[src/rtl/nexys2_flash_cmd_sequencer.sv]
// nexys2_flash_cmd_sequencer
//
// Turns one-shot host operations into StrataFlash bus-cycle sequences on
// port 1 of the Nexys2 flash controller, including status-register polling.
//
// Handshake with the controller: a rising edge on o_p1_req starts one access.
// Address, write data and write enable are held stable while o_p1_req is high.
// The controller answers with a one-cycle i_p1_ready pulse, which is accepted
// only in S_WAIT. o_p1_req then drops and stays low for at least GAP_CYCLES.
//
// Ports:
//   i_clk, i_rst        clock (rising edge), synchronous active-high reset
//   i_cmd_start         start pulse, sampled only while idle
//   i_cmd_op            0 READ, 1 PROGRAM, 2 ERASE, 3 UNLOCK,
//                       4 READ_STATUS, 5 CLEAR_STATUS, 6/7 illegal
//   i_cmd_addr          word address, latched at accept
//   i_cmd_wdata         program data, latched at accept
//   o_cmd_busy          operation in progress
//   o_cmd_done          one-cycle completion pulse
//   o_cmd_error         SR error bit, poll timeout or illegal op
//   o_cmd_timeout       poll limit reached
//   o_cmd_status        last captured status register value
//   o_cmd_rdata         READ result
//   o_p1_address, o_p1_to_mem, o_p1_wren, o_p1_req   to the controller
//   i_p1_from_mem, i_p1_ready                        from the controller
module nexys2_flash_cmd_sequencer #(
    parameter logic [23:0] POLL_LIMIT = 24'd2000000,
    parameter int          GAP_CYCLES = 2
) (
    input  logic        i_clk,
    input  logic        i_rst,
    input  logic        i_cmd_start,
    input  logic [2:0]  i_cmd_op,
    input  logic [22:0] i_cmd_addr,
    input  logic [15:0] i_cmd_wdata,
    output logic        o_cmd_busy,
    output logic        o_cmd_done,
    output logic        o_cmd_error,
    output logic        o_cmd_timeout,
    output logic [7:0]  o_cmd_status,
    output logic [15:0] o_cmd_rdata,
    output logic [22:0] o_p1_address,
    output logic [15:0] o_p1_to_mem,
    output logic        o_p1_wren,
    output logic        o_p1_req,
    input  logic [15:0] i_p1_from_mem,
    input  logic        i_p1_ready
);

    typedef enum logic [2:0] {
        S_IDLE,
        S_ISSUE,
        S_WAIT,
        S_GAP,
        S_POLL_CHECK,
        S_FINISH
    } state_t;

    localparam logic [2:0] OP_READ         = 3'd0;
    localparam logic [2:0] OP_PROGRAM      = 3'd1;
    localparam logic [2:0] OP_ERASE        = 3'd2;
    localparam logic [2:0] OP_UNLOCK       = 3'd3;
    localparam logic [2:0] OP_READ_STATUS  = 3'd4;
    localparam logic [2:0] OP_CLEAR_STATUS = 3'd5;

    localparam logic [15:0] GAP_LAST = 16'(GAP_CYCLES - 1);

    state_t      r_state;
    state_t      w_next_state;

    logic [2:0]  r_op;
    logic [22:0] r_addr;
    logic [15:0] r_wdata;
    logic [1:0]  r_step;
    logic        r_array_mode;
    logic [23:0] r_poll_cnt;
    logic [7:0]  r_poll_data;
    logic [15:0] r_gap_cnt;

    logic        r_cmd_error;
    logic        r_cmd_timeout;
    logic [7:0]  r_cmd_status;
    logic [15:0] r_cmd_rdata;
    logic [22:0] r_p1_address;
    logic [15:0] r_p1_to_mem;
    logic        r_p1_wren;
    logic        r_p1_req;

    // Current step of the latched operation: a write of w_step_data, or a read.
    // Poll steps repeat in place, so they are never the last step; the
    // status check decides when the poll loop ends.
    logic        w_step_wr;
    logic [15:0] w_step_data;
    logic        w_step_poll;
    logic        w_step_last;

    logic        w_op_legal;
    logic        w_gap_done;
    logic        w_sr_ready;
    logic        w_poll_exhausted;

    assign w_op_legal       = (i_cmd_op <= OP_CLEAR_STATUS);
    assign w_gap_done       = (r_gap_cnt == GAP_LAST);
    assign w_sr_ready       = r_poll_data[7];
    assign w_poll_exhausted = (r_poll_cnt == POLL_LIMIT);

    always_comb begin
        w_step_wr   = 1'b0;
        w_step_data = 16'h0000;
        w_step_poll = 1'b0;
        w_step_last = 1'b0;
        case (r_op)
            OP_READ: begin
                if (r_step == 2'd0) begin
                    w_step_wr   = 1'b1;
                    w_step_data = 16'h00FF;
                end else begin
                    w_step_last = 1'b1;
                end
            end
            OP_PROGRAM, OP_ERASE, OP_UNLOCK: begin
                if (r_step == 2'd0) begin
                    w_step_wr   = 1'b1;
                    w_step_data = (r_op == OP_PROGRAM) ? 16'h0040 :
                                  (r_op == OP_ERASE)   ? 16'h0020 : 16'h0060;
                end else if (r_step == 2'd1) begin
                    w_step_wr   = 1'b1;
                    w_step_data = (r_op == OP_PROGRAM) ? r_wdata : 16'h00D0;
                end else begin
                    w_step_poll = 1'b1;
                end
            end
            OP_READ_STATUS: begin
                if (r_step == 2'd0) begin
                    w_step_wr   = 1'b1;
                    w_step_data = 16'h0070;
                end else begin
                    w_step_last = 1'b1;
                end
            end
            OP_CLEAR_STATUS: begin
                w_step_wr   = 1'b1;
                w_step_data = 16'h0050;
                w_step_last = 1'b1;
            end
            default: begin
                w_step_last = 1'b1;
            end
        endcase
    end

    always_ff @(posedge i_clk) begin
        if (i_rst) begin
            r_state <= S_IDLE;
        end else begin
            r_state <= w_next_state;
        end
    end

    always_comb begin
        w_next_state = r_state;
        case (r_state)
            S_IDLE: begin
                if (i_cmd_start) begin
                    w_next_state = w_op_legal ? S_ISSUE : S_FINISH;
                end
            end
            S_ISSUE: begin
                w_next_state = S_WAIT;
            end
            S_WAIT: begin
                if (i_p1_ready) begin
                    w_next_state = w_step_poll ? S_POLL_CHECK : S_GAP;
                end
            end
            S_GAP: begin
                if (w_gap_done) begin
                    w_next_state = w_step_last ? S_FINISH : S_ISSUE;
                end
            end
            S_POLL_CHECK: begin
                // SR7 is checked before the poll limit so a ready status on
                // the final allowed read still counts as success.
                if (w_sr_ready || w_poll_exhausted) begin
                    w_next_state = S_FINISH;
                end else begin
                    w_next_state = S_GAP;
                end
            end
            S_FINISH: begin
                w_next_state = S_IDLE;
            end
            default: begin
                w_next_state = S_IDLE;
            end
        endcase
    end

    always_ff @(posedge i_clk) begin
        if (i_rst) begin
            r_op          <= 3'd0;
            r_addr        <= 23'd0;
            r_wdata       <= 16'd0;
            r_step        <= 2'd0;
            r_array_mode  <= 1'b0;
            r_poll_cnt    <= 24'd0;
            r_poll_data   <= 8'd0;
            r_gap_cnt     <= 16'd0;
            r_cmd_error   <= 1'b0;
            r_cmd_timeout <= 1'b0;
            r_cmd_status  <= 8'd0;
            r_cmd_rdata   <= 16'd0;
            r_p1_address  <= 23'd0;
            r_p1_to_mem   <= 16'd0;
            r_p1_wren     <= 1'b0;
            r_p1_req      <= 1'b0;
        end else begin
            case (r_state)
                S_IDLE: begin
                    if (i_cmd_start) begin
                        r_op          <= i_cmd_op;
                        r_addr        <= i_cmd_addr;
                        r_wdata       <= i_cmd_wdata;
                        r_cmd_error   <= ~w_op_legal;
                        r_cmd_timeout <= 1'b0;
                        r_poll_cnt    <= 24'd0;
                        // Device already in read-array mode: skip the 00FF write.
                        r_step        <= (i_cmd_op == OP_READ && r_array_mode) ? 2'd1 : 2'd0;
                        r_array_mode  <= (i_cmd_op == OP_READ);
                    end
                end
                S_ISSUE: begin
                    r_p1_address <= r_addr;
                    r_p1_to_mem  <= w_step_data;
                    r_p1_wren    <= w_step_wr;
                    r_p1_req     <= 1'b1;
                end
                S_WAIT: begin
                    if (i_p1_ready) begin
                        r_p1_req  <= 1'b0;
                        r_gap_cnt <= 16'd0;
                        if (w_step_wr) begin
                            if (r_op == OP_CLEAR_STATUS) begin
                                r_cmd_status <= 8'd0;
                            end
                        end else if (w_step_poll) begin
                            r_poll_data <= i_p1_from_mem[7:0];
                            r_poll_cnt  <= r_poll_cnt + 24'd1;
                        end else if (r_op == OP_READ) begin
                            r_cmd_rdata <= i_p1_from_mem;
                        end else begin
                            r_cmd_status <= i_p1_from_mem[7:0];
                        end
                    end
                end
                S_GAP: begin
                    r_gap_cnt <= r_gap_cnt + 16'd1;
                    if (w_gap_done && !w_step_last && !w_step_poll) begin
                        r_step <= r_step + 2'd1;
                    end
                end
                S_POLL_CHECK: begin
                    r_gap_cnt <= 16'd0;
                    if (w_sr_ready) begin
                        r_cmd_status <= r_poll_data;
                        r_cmd_error  <= r_poll_data[5] | r_poll_data[4] |
                                        r_poll_data[3] | r_poll_data[1];
                    end else if (w_poll_exhausted) begin
                        r_cmd_status  <= r_poll_data;
                        r_cmd_timeout <= 1'b1;
                        r_cmd_error   <= 1'b1;
                    end
                end
                default: begin
                end
            endcase
        end
    end

    assign o_cmd_busy    = (r_state != S_IDLE);
    assign o_cmd_done    = (r_state == S_FINISH);
    assign o_cmd_error   = r_cmd_error;
    assign o_cmd_timeout = r_cmd_timeout;
    assign o_cmd_status  = r_cmd_status;
    assign o_cmd_rdata   = r_cmd_rdata;
    assign o_p1_address  = r_p1_address;
    assign o_p1_to_mem   = r_p1_to_mem;
    assign o_p1_wren     = r_p1_wren;
    assign o_p1_req      = r_p1_req;

endmodule

[config.mk]
export PLATFORM = sky130hd
export DESIGN_NAME = nexys2_flash_cmd_sequencer
export DESIGN_NICKNAME = d
export VERILOG_FILES = /design/src/rtl/nexys2_flash_cmd_sequencer.sv
export SDC_FILE = /design/constraint.sdc
export NUM_CORES = 1
export LEC_CHECK = 0
export BUFFER_PORTS_ARGS = -buffer_cell sky130_fd_sc_hd__clkbuf_2
export CORE_ASPECT_RATIO = 1.1
export CORE_MARGIN = 5
export CORE_UTILIZATION = 50
export DETAILED_ROUTE_END_ITERATION = 7
export MAX_ROUTING_LAYER = met4
export PLACE_DENSITY = 0.73
export SLEW_MARGIN = 0
export SYNTH_ARGS = -nofsm -noshare
export SYNTH_HDL_FRONTEND = slang
export SYNTH_SLANG_ARGS = --single-unit
[constraint.sdc]
create_clock -name i_clk -period 3.5 [get_ports i_clk]
set_input_delay 0.35 -clock i_clk [delete_from_list [all_inputs] [get_ports i_clk]]
set_output_delay 0.35 -clock i_clk [all_outputs]
set_load 0.03 [all_outputs]
==> results by group, run 1 <==
Layout
  – Post-Layout Inst Area: just over 8000 sq um
  – Filler Cell Count: 1251
  – Share of layout cells above drive strength 1: 20.1%
  – Non-filler cells, final: about 1100
  – Fin nets: 1002
  – Area growth syn-to-layout: 19.4%
  – # diodes: 0
  – Final Core Density: roughly three fifths

Floorplanning
  – Die height: ~130 um
  – Total core area: 13300 sq um
  – Io pins: between 100 and 150
  – Die area: ~16000 sq um
  – Die W: between 100 and 150 um
  – FP Rows: 44
  – Initial core utilization: about half

Placed design
  – Post-Place Cell Area: ~7600 sq um
  – Placed insts: approximately 1100
  – Post-DP HPWL: around 11000 um
  – GP Congestion: 0.840
  – # port buffers: 130

STA
  – Minimum clock period after layout: between 2 and 2.5 ns
  – Worst slew margin: between 40% and 50%
  – Tcrit/Tclk final: a little under 70%
  – RSZ-0062 raised after global routing: no
  – Final max-slew violation count: 0
  – Setup TNS: 0 ns
  – Final Hold Fails: 0
  – Slew @ Worst Pin: about 0.81 ns
  – Max Clock Freq: approximately 410 MHz
  – # setup viols final: 0
  – Skew final: between 0.006 and 0.007 ns

Clock network
  – CTS max path bufs: 2
  – H-Tree Level Count: 4
  – Post-CTS sizing: 0
  – CTS root buffer: clkbuf_16
  – CTS tree: done
  – Worst-Skew Late Latency: between 0.4 and 0.5 ns
  – Setup bufs post-CTS: 0
  – CTS buffer count: 17
  – Clock transition at path regs: 0.07 ns
  – # hold bufs at CTS: 0
  – Clk sink count: roughly 160

Global route
  – First-pass GRT wire length: about 27000 um
  – Number of global-route vias before repair: roughly 5500
  – Initial antenna violation count: 0
  – Largest net degree at the start of global routing: 82
  – Grt total ovfl: 0
  – GR Util All Layers: 21.3%

Synth
  – Cell count after synthesis: between 800 and 900
  – Synth async-reset ratio: 0%
  – Commonest register cell after synthesis: dfxtp_1
  – Post-Syn Nets: roughly 890
  – Yosys Warn Count: 0
  – Post-Syn Area per Cell: a little over 8 sq um
  – Synthesized flop and latch total: approximately 160
  – Yosys cell types: 59
  – Sequential fraction of the synthesis area: a little under half
  – Post-synth EDFFs: 0
  – Post-Syn Area: between 6000 and 7000 sq um

Setup path
  – Worst EP required: between 3 and 4 ns
  – CP startpoint kind: register
  – Worst r2r src: r_state[1]
  – CP Capture Type: register
  – Critical-path maximum fanout: 17
  – Worst setup startpoint: r_state[1]
  – WS Path Type: register to register
  – Critical Path AT: around 2.8 ns

Worst hold path
  – Hold/Removal Path Class: input pin to register
  – Min-delay src: i_cmd_addr[0]

Drt
  – First-iteration detailed-routing DRC count: 452
  – Via count of the routed design: between 6000 and 7000
  – Pre-antenna DRT Iters: 5
  – Routed via count divided by cell count: around 5.3
  – DRC viols: 0
  – DRT Wirelength: approximately 16000 um
  – Final ANT Viol Nets: 0
  – Routed len/inst: 14.5 um

Power
  – Leakage: 3.04 nW
  – Power density cells: approximately 600 nW/um^2
  – Peak VDD IR: 0.370 mV
  – Tot Pwr: 5.05 mW

Status
  – Run status: finished clean

Flow run
  – Max cap viols: 0
where the power goes:
part / switching, mW / internal [mW] / leakage [nW]
logic: 0.768 / 0.340 / 1.46
clock network: 0.807 / 0.946 / 0.260
registers: 0.153 / 2.03 / 1.32
placed cells by master (no fill, tap or decap), types with 11 or more instances in the layout:
cell / count
a21oi_1: 111
mux2i_1: 26
buf_4: 14
dfxtp_1: 163
nand4_1: 11
clkbuf_2: 129
nand2_1: 164
clkbuf_16: 17
nor2_1: 93
o21ai_0: 12
nor4_1: 11
nand3_1: 14
inv_1: 16
xnor2_1: 23
nor3_1: 16
cell usage after synthesis (all sizes together), types with 11 or more instances:
cell    number  area [sq um]
nor4        13          93.8
o21ai       13          65.1
nand2      164           616
nand3       14          70.1
dfxtp      163          3260
clkbuf      43           161
nor3        17          96.4
nor2        93           349
inv         17          63.8
xnor2       23           201
buf         11          58.8
nand4       11          68.8
mux2i       26           260
a21oi      111           556
worst paths after layout:
kind / cells past startpoint / end / slack [ns]
worst min-delay path: 3 / r_addr[0] / 0.14
worst min register to register: 2 / o_p1_address[5] / 0.45
worst max-delay path: 5 / r_poll_cnt[21] / 1.08
worst max register to register: 5 / r_poll_cnt[21] / 1.08
cell families (layout without fill, tap and decap cells):
kind of cell / count (synthesis) / after routing / synth area share, %
xor+xnor: 26 / 26 / 3.33
fa+ha+maj: 6 / 6 / 1.10
buf+inv: 71 / 192 / 4.16
simple gates: 362 / 362 / 24.8
compound gates: 171 / 171 / 14.9
mux: 27 / 27 / 3.97
flops: 163 / 163 / 47.7
worst max-delay path, stage by stage, from the launching register on:
cell	delay (ns)
dfxtp_1	0.64
and4bb_2	0.40
a41oi_4	0.30
or2_1	0.41
or4_1	0.43
a21oi_1	0.15
flip-flops by register name, indices dropped and copies added (netlist names):
signal and flops:
o_p1_to_mem 16, r_step 2, r_poll_cnt 24, r_wdata 16, o_cmd_timeout 1, r_poll_data 8, o_p1_address 23, r_array_mode 1
o_p1_req 1, r_gap_cnt 16, o_cmd_error 1, r_addr 23, o_cmd_rdata 16, r_state 3, o_cmd_status 8, r_op 3
o_p1_wren 1
per-stage QoR:
stage	hold WS, ns	worst slack (ns)
global route	0.128	0.908
detailed placement	0.444	1.11
global placement	0.438	1.18
CTS	0.120	1.09
finish	0.135	1.08
floorplan	0.432	1.37
per-layer routing:
layer / track usage (%) / wire (um) / up-vias
met5: - / 0 / -
li1: - / - / 3072
met2: 33.1 / 7880 / 145
met1: 27.0 / 7380 / 2789
met3: 5.12 / 795 / 23
met4: 7.47 / 328 / 0
final cells by class:
| type | instances | area, sq um | area share, % |
|---|---|---|---|
| Clock buffer | 18 | 439 | 5.38 |
| Clock inverter | 14 | 121 | 1.49 |
| Inverter | 17 | 63.8 | 0.782 |
| Multi-Input combinational cell | 592 | 3290 | 40.3 |
| Sequential cell | 163 | 3260 | 40.0 |
| Tap cell | 184 | 230 | 2.82 |
| Timing Repair Buffer | 143 | 751 | 9.20 |
Note: power is estimated with default switching activity, not from simulation.
==> inputs of run 2 (changes only) <==
PLACE_DENSITY = 0.76   (was 0.73)
clock period = 2.2 ns   (was 3.5 ns; I/O delays follow)
==> run 2 against run 1 <==
Compared with the run above: count of clock-buffer cells in the layout rose by 1; critical path depth increased by 3; design area rose by 4.6%; clock power up 76%.
==> results by group, run 2 (synthesis results as in run 1) <==
Layout
  – Register bank with the most flops: r_poll_cnt
  – Area occupied by registers: 3260 sq um (unchanged)
  – Final Core Density: 64.1% (+2.8 points)
  – Area growth syn-to-layout: 24.9%
  – Most frequent cells in the layout: nand2_1, dfxtp_1, clkbuf_2
  – Share of layout cells above drive strength 1: 21.1% (+1.0 points)
  – # diodes: 0 (unchanged)
  – Largest register FFs: 24 (unchanged)
  – Filler Cell Count: 1167 (-6.7%)
  – Multi-input gate area in the final layout: 3300 sq um (+0.23%)
  – Commonest non-fill, non-tap cell in the layout: nand2_1
  – Fin nets: 1034 (+3.2%)
  – Post-Layout Inst Area: 8540 sq um (+4.6%)

Drt
  – Pre-antenna DRT Iters: 7 (+2)
  – DRC viols: 0 (unchanged)
  – First-iteration detailed-routing DRC count: 476 (+5.3%)
  – Routed len/inst: 14.9 um (+2.6%)
  – Routed via count divided by cell count: 5.35 (+0.43%)
  – DRT Wirelength: 17300 um (+5.4%)
  – Final ANT Viol Nets: 0 (unchanged)
  – Via count of the routed design: 6221 (+3.2%)

Setup path
  – WS Path Type: register to register
  – Cell Chain, Critical Path: inv_1 -> ha_1 -> nor2_1 -> a41oi_4 -> buf_4 -> nor4b_1 -> xnor2_1 -> nor2_1
  – CP bufs+invs: 2 (+2)
  – Slowest stage cell, crit path: nor4b_1
  – Critical-path maximum fanout: 16 (-1)
  – Worst EP required: 2.51 ns (-1.34 ns)
  – Crit path top cell by count: nor2_1
  – CP top delay family: simple AND/OR/NAND/NOR gates
  – CP Capture Type: register
  – Worst r2r src: r_step[1]
  – Crit-path max cell delay: 0.45 ns (-0.19 ns)
  – CP startpoint kind: register
  – Worst setup startpoint: r_step[1]
  – Critical Path AT: 2.38 ns (-0.39 ns)

Floorplanning
  – Initial core utilization: 51.3% (unchanged)
  – FP Rows: 44 (unchanged)
  – Die W: 121 um (unchanged)
  – Total core area: 13300 sq um (unchanged)
  – Die area: 16100 sq um (unchanged)
  – Die height: 133 um (unchanged)
  – Io pins: 131 (unchanged)

STA
  – Minimum clock period after layout: 2.07 ns (-0.343 ns)
  – Fin Hold WS: 0.0151 ns (-0.120 ns)
  – Final Hold Fails: 0 (unchanged)
  – Slew @ Worst Pin: 0.473 ns (-0.339 ns)
  – RSZ-0062 raised after global routing: no
  – Max Clock Freq: 482 MHz (+17%)
  – Skew final: 0.0105 ns (+0.00388 ns)
  – Final max-slew violation count: 0 (unchanged)
  – Tcrit/Tclk final: 94.2% (+25 points)
  – Setup TNS: 0 ns (unchanged)
  – Worst slew margin: 68.5% (+23 points)
  – # setup viols final: 0 (unchanged)

Power
  – Fraction of power consumed by sequential logic: 40.2% (-3.1 points)
  – Peak VDD IR: 0.602 mV (+63%)
  – Switching power: 2.71 mW (+57%)
  – Leakage: 3.23 nW (+6.2%)
  – Sw Ratio: 31.9% (-2.4 points)
  – Combinational share of power: 23.5% (+1.5 points)
  – Clock Power Share: 36.3% (+1.6 points)
  – Power density cells: 997 nW/um^2 (+61%)
  – Internal power: 5.80 mW (+75%)

Global route
  – GR Util All Layers: 22.2% (+0.97 points)
  – Grt total ovfl: 0 (unchanged)
  – Initial antenna violation count: 0 (unchanged)
  – First-pass GRT wire length: 28600 um (+4.4%)
  – Number of global-route vias before repair: 5800 (+4.6%)
  – Largest net degree at the start of global routing: 92 (+12%)

Clock network
  – CTS buffer count: 17 (unchanged)
  – CTS root buffer: clkbuf_16
  – Clock transition at path regs: 0.06 ns (about the same)
  – Clk sink count: 163 (unchanged)
  – CTS max path bufs: 2 (unchanged)
  – CTS tree: done
  – Setup bufs post-CTS: 0 (unchanged)
  – H-Tree Level Count: 4 (unchanged)
  – Worst-Skew Late Latency: 0.43 ns (about the same)

Worst hold path
  – Hold/Removal Path Class: input pin to register
  – Min-delay src: i_cmd_addr[15]

Placed design
  – # port buffers: 130 (unchanged)
  – GP Congestion: 0.866 (+3.1%)
  – Post-Place Cell Area: 7770 sq um (+2.3%)
  – Post-DP HPWL: 11400 um (+2.7%)

Flow run
  – Max cap viols: 0 (unchanged)

Status
  – Run status: finished clean
run 2: cell count changes in the layout (fill, tap and decap cells not counted), sizes merged:
cell and delta:
dlygate4sd3 +14, bufinv +4, buf +18, clkbuf +1, clkinv -1, clkinvlp -1
inv -4
run 2: per-stage QoR:
stage,power [mW],std cells,setup WS [ns]
finish,8.51,1162,0.127
CTS,8.55,1162,0.126
global placement,5.40,1117,0.173
global route,8.92,1162,0.00910
floorplan,4.79,826,0.0735
detailed placement,5.44,1117,0.141
run 2: worst paths after layout:
kind | end | slack, ns | cells past startpoint
setup / recovery | r_poll_cnt[16] | 0.13 | 8
hold / removal | r_addr[15] | 0.02 | 3
setup reg to reg | r_poll_cnt[16] | 0.13 | 8
hold reg to reg | o_p1_address[0] | 0.45 | 2
run 2: layout make-up:
| cell class | instances | share of cell area [%] |
|---|---|---|
| Clock buffer | 19 | 5.07 |
| Tap cell | 184 | 2.70 |
| Timing Repair Buffer | 175 | 12.5 |
| Multi-Input combinational cell | 592 | 38.7 |
| Inverter | 17 | 0.748 |
| Sequential cell | 163 | 38.2 |
| Clock inverter | 12 | 2.13 |
run 2: metal layers:
metal | routed length, um | up-vias | GRT usage, %
li1 | - | 3135 | -
met1 | 7540 | 2917 | 28.4
met2 | 8560 | 143 | 34.5
met3 | 815 | 26 | 5.42
met4 | 348 | 0 | 7.53
met5 | 0 | - | -
run 2: power by group through the flow:
| stage | Clock, mW | Combinational [mW] | Sequential, mW |
|---|---|---|---|
| 6_report | 3.08 | 2.00 | 3.42 |
| 5_1_grt | 3.28 | 2.19 | 3.45 |
| 4_1_cts | 3.13 | 2.01 | 3.41 |
| 3_5_place_dp | 0 | 1.97 | 3.47 |
| 3_3_place_gp | 0 | 1.94 | 3.46 |
| 2_1_floorplan | 0 | 1.14 | 3.65 |
run 2: worst register-to-register path, delay by kind of cell (launching register included):
kind	cells	cell delay, ns
xor+xnor	1	0.17
fa+ha+maj	1	0.19
compound gates	1	0.18
buf+inv	2	0.28
flops	1	0.31
simple gates	3	0.83
run 2: timing repair:
item	4_1_cts	5_1_grt
hold buffers	14	0
setup endpoints to repair	0	1
hold endpoints to repair	14	0
gates resized for setup	0	1
==> inputs of run 3 (changes only) <==
CORE_MARGIN = default   (was 5)
==> run 3 against run 2 <==
Compared with the run above: clock skew increased by 0.0023 ns; utilization up 0.43 points; count of clock-buffer cells in the layout fell by 1; non-clock buffer count is 6 higher; combinational power is essentially flat; largest cell class unchanged.
==> results by group, run 3 (synthesis results as in run 1) <==
Setup path
  – WS Path Type: register to register
  – Critical-path maximum fanout: 16 (unchanged)
  – Critical Path AT: 2.42 ns (+0.04 ns)
  – Worst EP required: 2.52 ns (about the same)
  – Crit-path max cell delay: 0.56 ns (+0.11 ns)
  – CP Capture Type: register
  – Cell Chain, Critical Path: nor4b_4 -> a41oi_4 -> buf_4 -> nor4b_1 -> xnor2_1 -> nor2_1
  – Slowest stage cell, crit path: nor4b_4
  – CP startpoint kind: register

Floorplanning
  – Initial core utilization: 51.5% (+0.21 points)
  – Die area: 14100 sq um (-12%)
  – Die height: 125 um (-6.0%)
  – FP Rows: 44 (unchanged)
  – Total core area: 13300 sq um (-0.41%)
  – Io pins: 131 (unchanged)
  – Die W: 113 um (-6.6%)

STA
  – # setup viols final: 0 (unchanged)
  – Max Clock Freq: 474 MHz (-1.7%)
  – RSZ-0062 raised after global routing: no
  – Worst slew margin: 53.0% (-16 points)
  – Final Hold Fails: 0 (unchanged)
  – Slew @ Worst Pin: 0.706 ns (+0.233 ns)
  – Final worst slack: 0.0911 ns (-0.0363 ns)
  – Skew final: 0.0128 ns (+0.00228 ns)
  – Tcrit/Tclk final: 95.9% (+1.7 points)
  – Setup TNS: 0 ns (unchanged)
  – Minimum clock period after layout: 2.11 ns (+0.0363 ns)
  – Final max-slew violation count: 0 (unchanged)

Global route
  – First-pass GRT wire length: 28100 um (-1.9%)
  – Number of global-route vias before repair: 5931 (+2.3%)
  – Grt total ovfl: 0 (unchanged)
  – GR Util All Layers: 25.4% (+3.2 points)
  – Initial antenna violation count: 0 (unchanged)
  – Largest net degree at the start of global routing: 73 (-21%)

Clock network
  – Clock transition at path regs: 0.07 ns (about the same)
  – CTS buffer count: 17 (unchanged)
  – CTS root buffer: clkbuf_16
  – CTS tree: done
  – H-Tree Level Count: 4 (unchanged)
  – Worst-Skew Late Latency: 0.43 ns (about the same)
  – CTS max path bufs: 2 (unchanged)
  – Clk sink count: 163 (unchanged)

Drt
  – DRC viols: 0 (unchanged)
  – Routed len/inst: 14.0 um (-5.6%)
  – Routed via count divided by cell count: 5.31 (-0.85%)
  – Pre-antenna DRT Iters: 4 (-3)
  – Final ANT Viol Nets: 0 (unchanged)
  – DRT Wirelength: 16400 um (-5.2%)
  – First-iteration detailed-routing DRC count: 396 (-17%)
  – Via count of the routed design: 6200 (-0.34%)

Status
  – Run status: finished clean

Power
  – Leakage: 3.26 nW (+0.82%)
  – Tot Pwr: 8.40 mW (-1.3%)
  – Peak VDD IR: 0.585 mV (-2.8%)
  – Power density cells: 981 nW/um^2 (-1.5%)

Placed design
  – GP Congestion: 0.867 (+0.14%)
  – # port buffers: 130 (unchanged)
  – Post-DP HPWL: 10900 um (-4.9%)
  – Pre-CTS setup slack: 0.130 ns (-0.0105 ns)

Layout
  – Register bank with the most flops: r_poll_cnt
  – # diodes: 0 (unchanged)
  – Area growth syn-to-layout: 25.2%
  – Commonest non-fill, non-tap cell in the layout: nand2_1
  – Fin nets: 1040 (+0.58%)
  – Largest register FFs: 24 (unchanged)
  – Share of layout cells above drive strength 1: 21.2% (+0.18 points)
  – Most frequent cells in the layout: nand2_1, dfxtp_1, clkbuf_2

Flow run
  – Max cap viols: 0 (unchanged)

Worst hold path
  – Hold/Removal Path Class: input pin to register
## run 3: power by group
part	total, mW	switching [mW]	internal [mW]
clock network	3.01	1.27	1.74
logic	1.98	1.32	0.657
registers	3.41	0.178	3.23
## run 3: layout make-up
class / instances / area (sq um)
fillers: 1140 / 4710
multi-input cells: 592 / 3300
clock buffers: 18 / 439
well taps: 184 / 230
flip-flops and latches: 163 / 3260
inverters: 17 / 63.8
repair buffers: 181 / 1100
clock inverters: 13 / 164
## run 3: final timing paths
check	startpoint	end	slack [ns]	cells past startpoint
setup / recovery	r_state[0]	r_poll_cnt[16]	0.09	6
setup reg to reg	r_state[0]	r_poll_cnt[16]	0.09	6
hold / removal	i_cmd_addr[16]	r_addr[16]	0.01	3
hold reg to reg	r_addr[10]	o_p1_address[10]	0.44	2
## run 3: metal layers
metal | global-route usage (%) | up-vias | routed length [um]
met5 | - | - | 0
met4 | 9.75 | 0 | 400
met3 | 5.30 | 28 | 652
met2 | 41.1 | 127 | 7960
met1 | 31.0 | 2902 | 7370
li1 | - | 3143 | -
## run 3: worst max-delay path: cells and delay by family, from the launching register on
| family | cells | cell delay [ns] |
|---|---|---|
| simple gates | 3 | 1.12 |
| buf+inv | 1 | 0.23 |
| flops | 1 | 0.41 |
| compound gates | 1 | 0.06 |
| xor+xnor | 1 | 0.19 |
## run 3: timing repair
item / CTS / global route
resized for setup: 0 / 1
endpoints found under the setup margin: 0 / 1
hold buffers: 19 / 0
buffers inserted: 0 / 0
hold endpoints to repair: 19 / 0
## run 3: per-stage QoR
| stage | utilization (%) | cells | hold WS [ns] | area, sq um |
|---|---|---|---|---|
| 2_1_floorplan | - | 826 | 0.356 | 6830 |
| 3_3_place_gp | 58.5 | 1118 | 0.437 | 7760 |
| 6_report | 64.5 | 1168 | 0.0135 | 8560 |
| 3_5_place_dp | 58.5 | 1118 | 0.442 | 7760 |
| 5_1_grt | 64.5 | 1168 | 0.0178 | 8560 |
| 4_1_cts | 64.4 | 1168 | 0.00327 | 8550 |
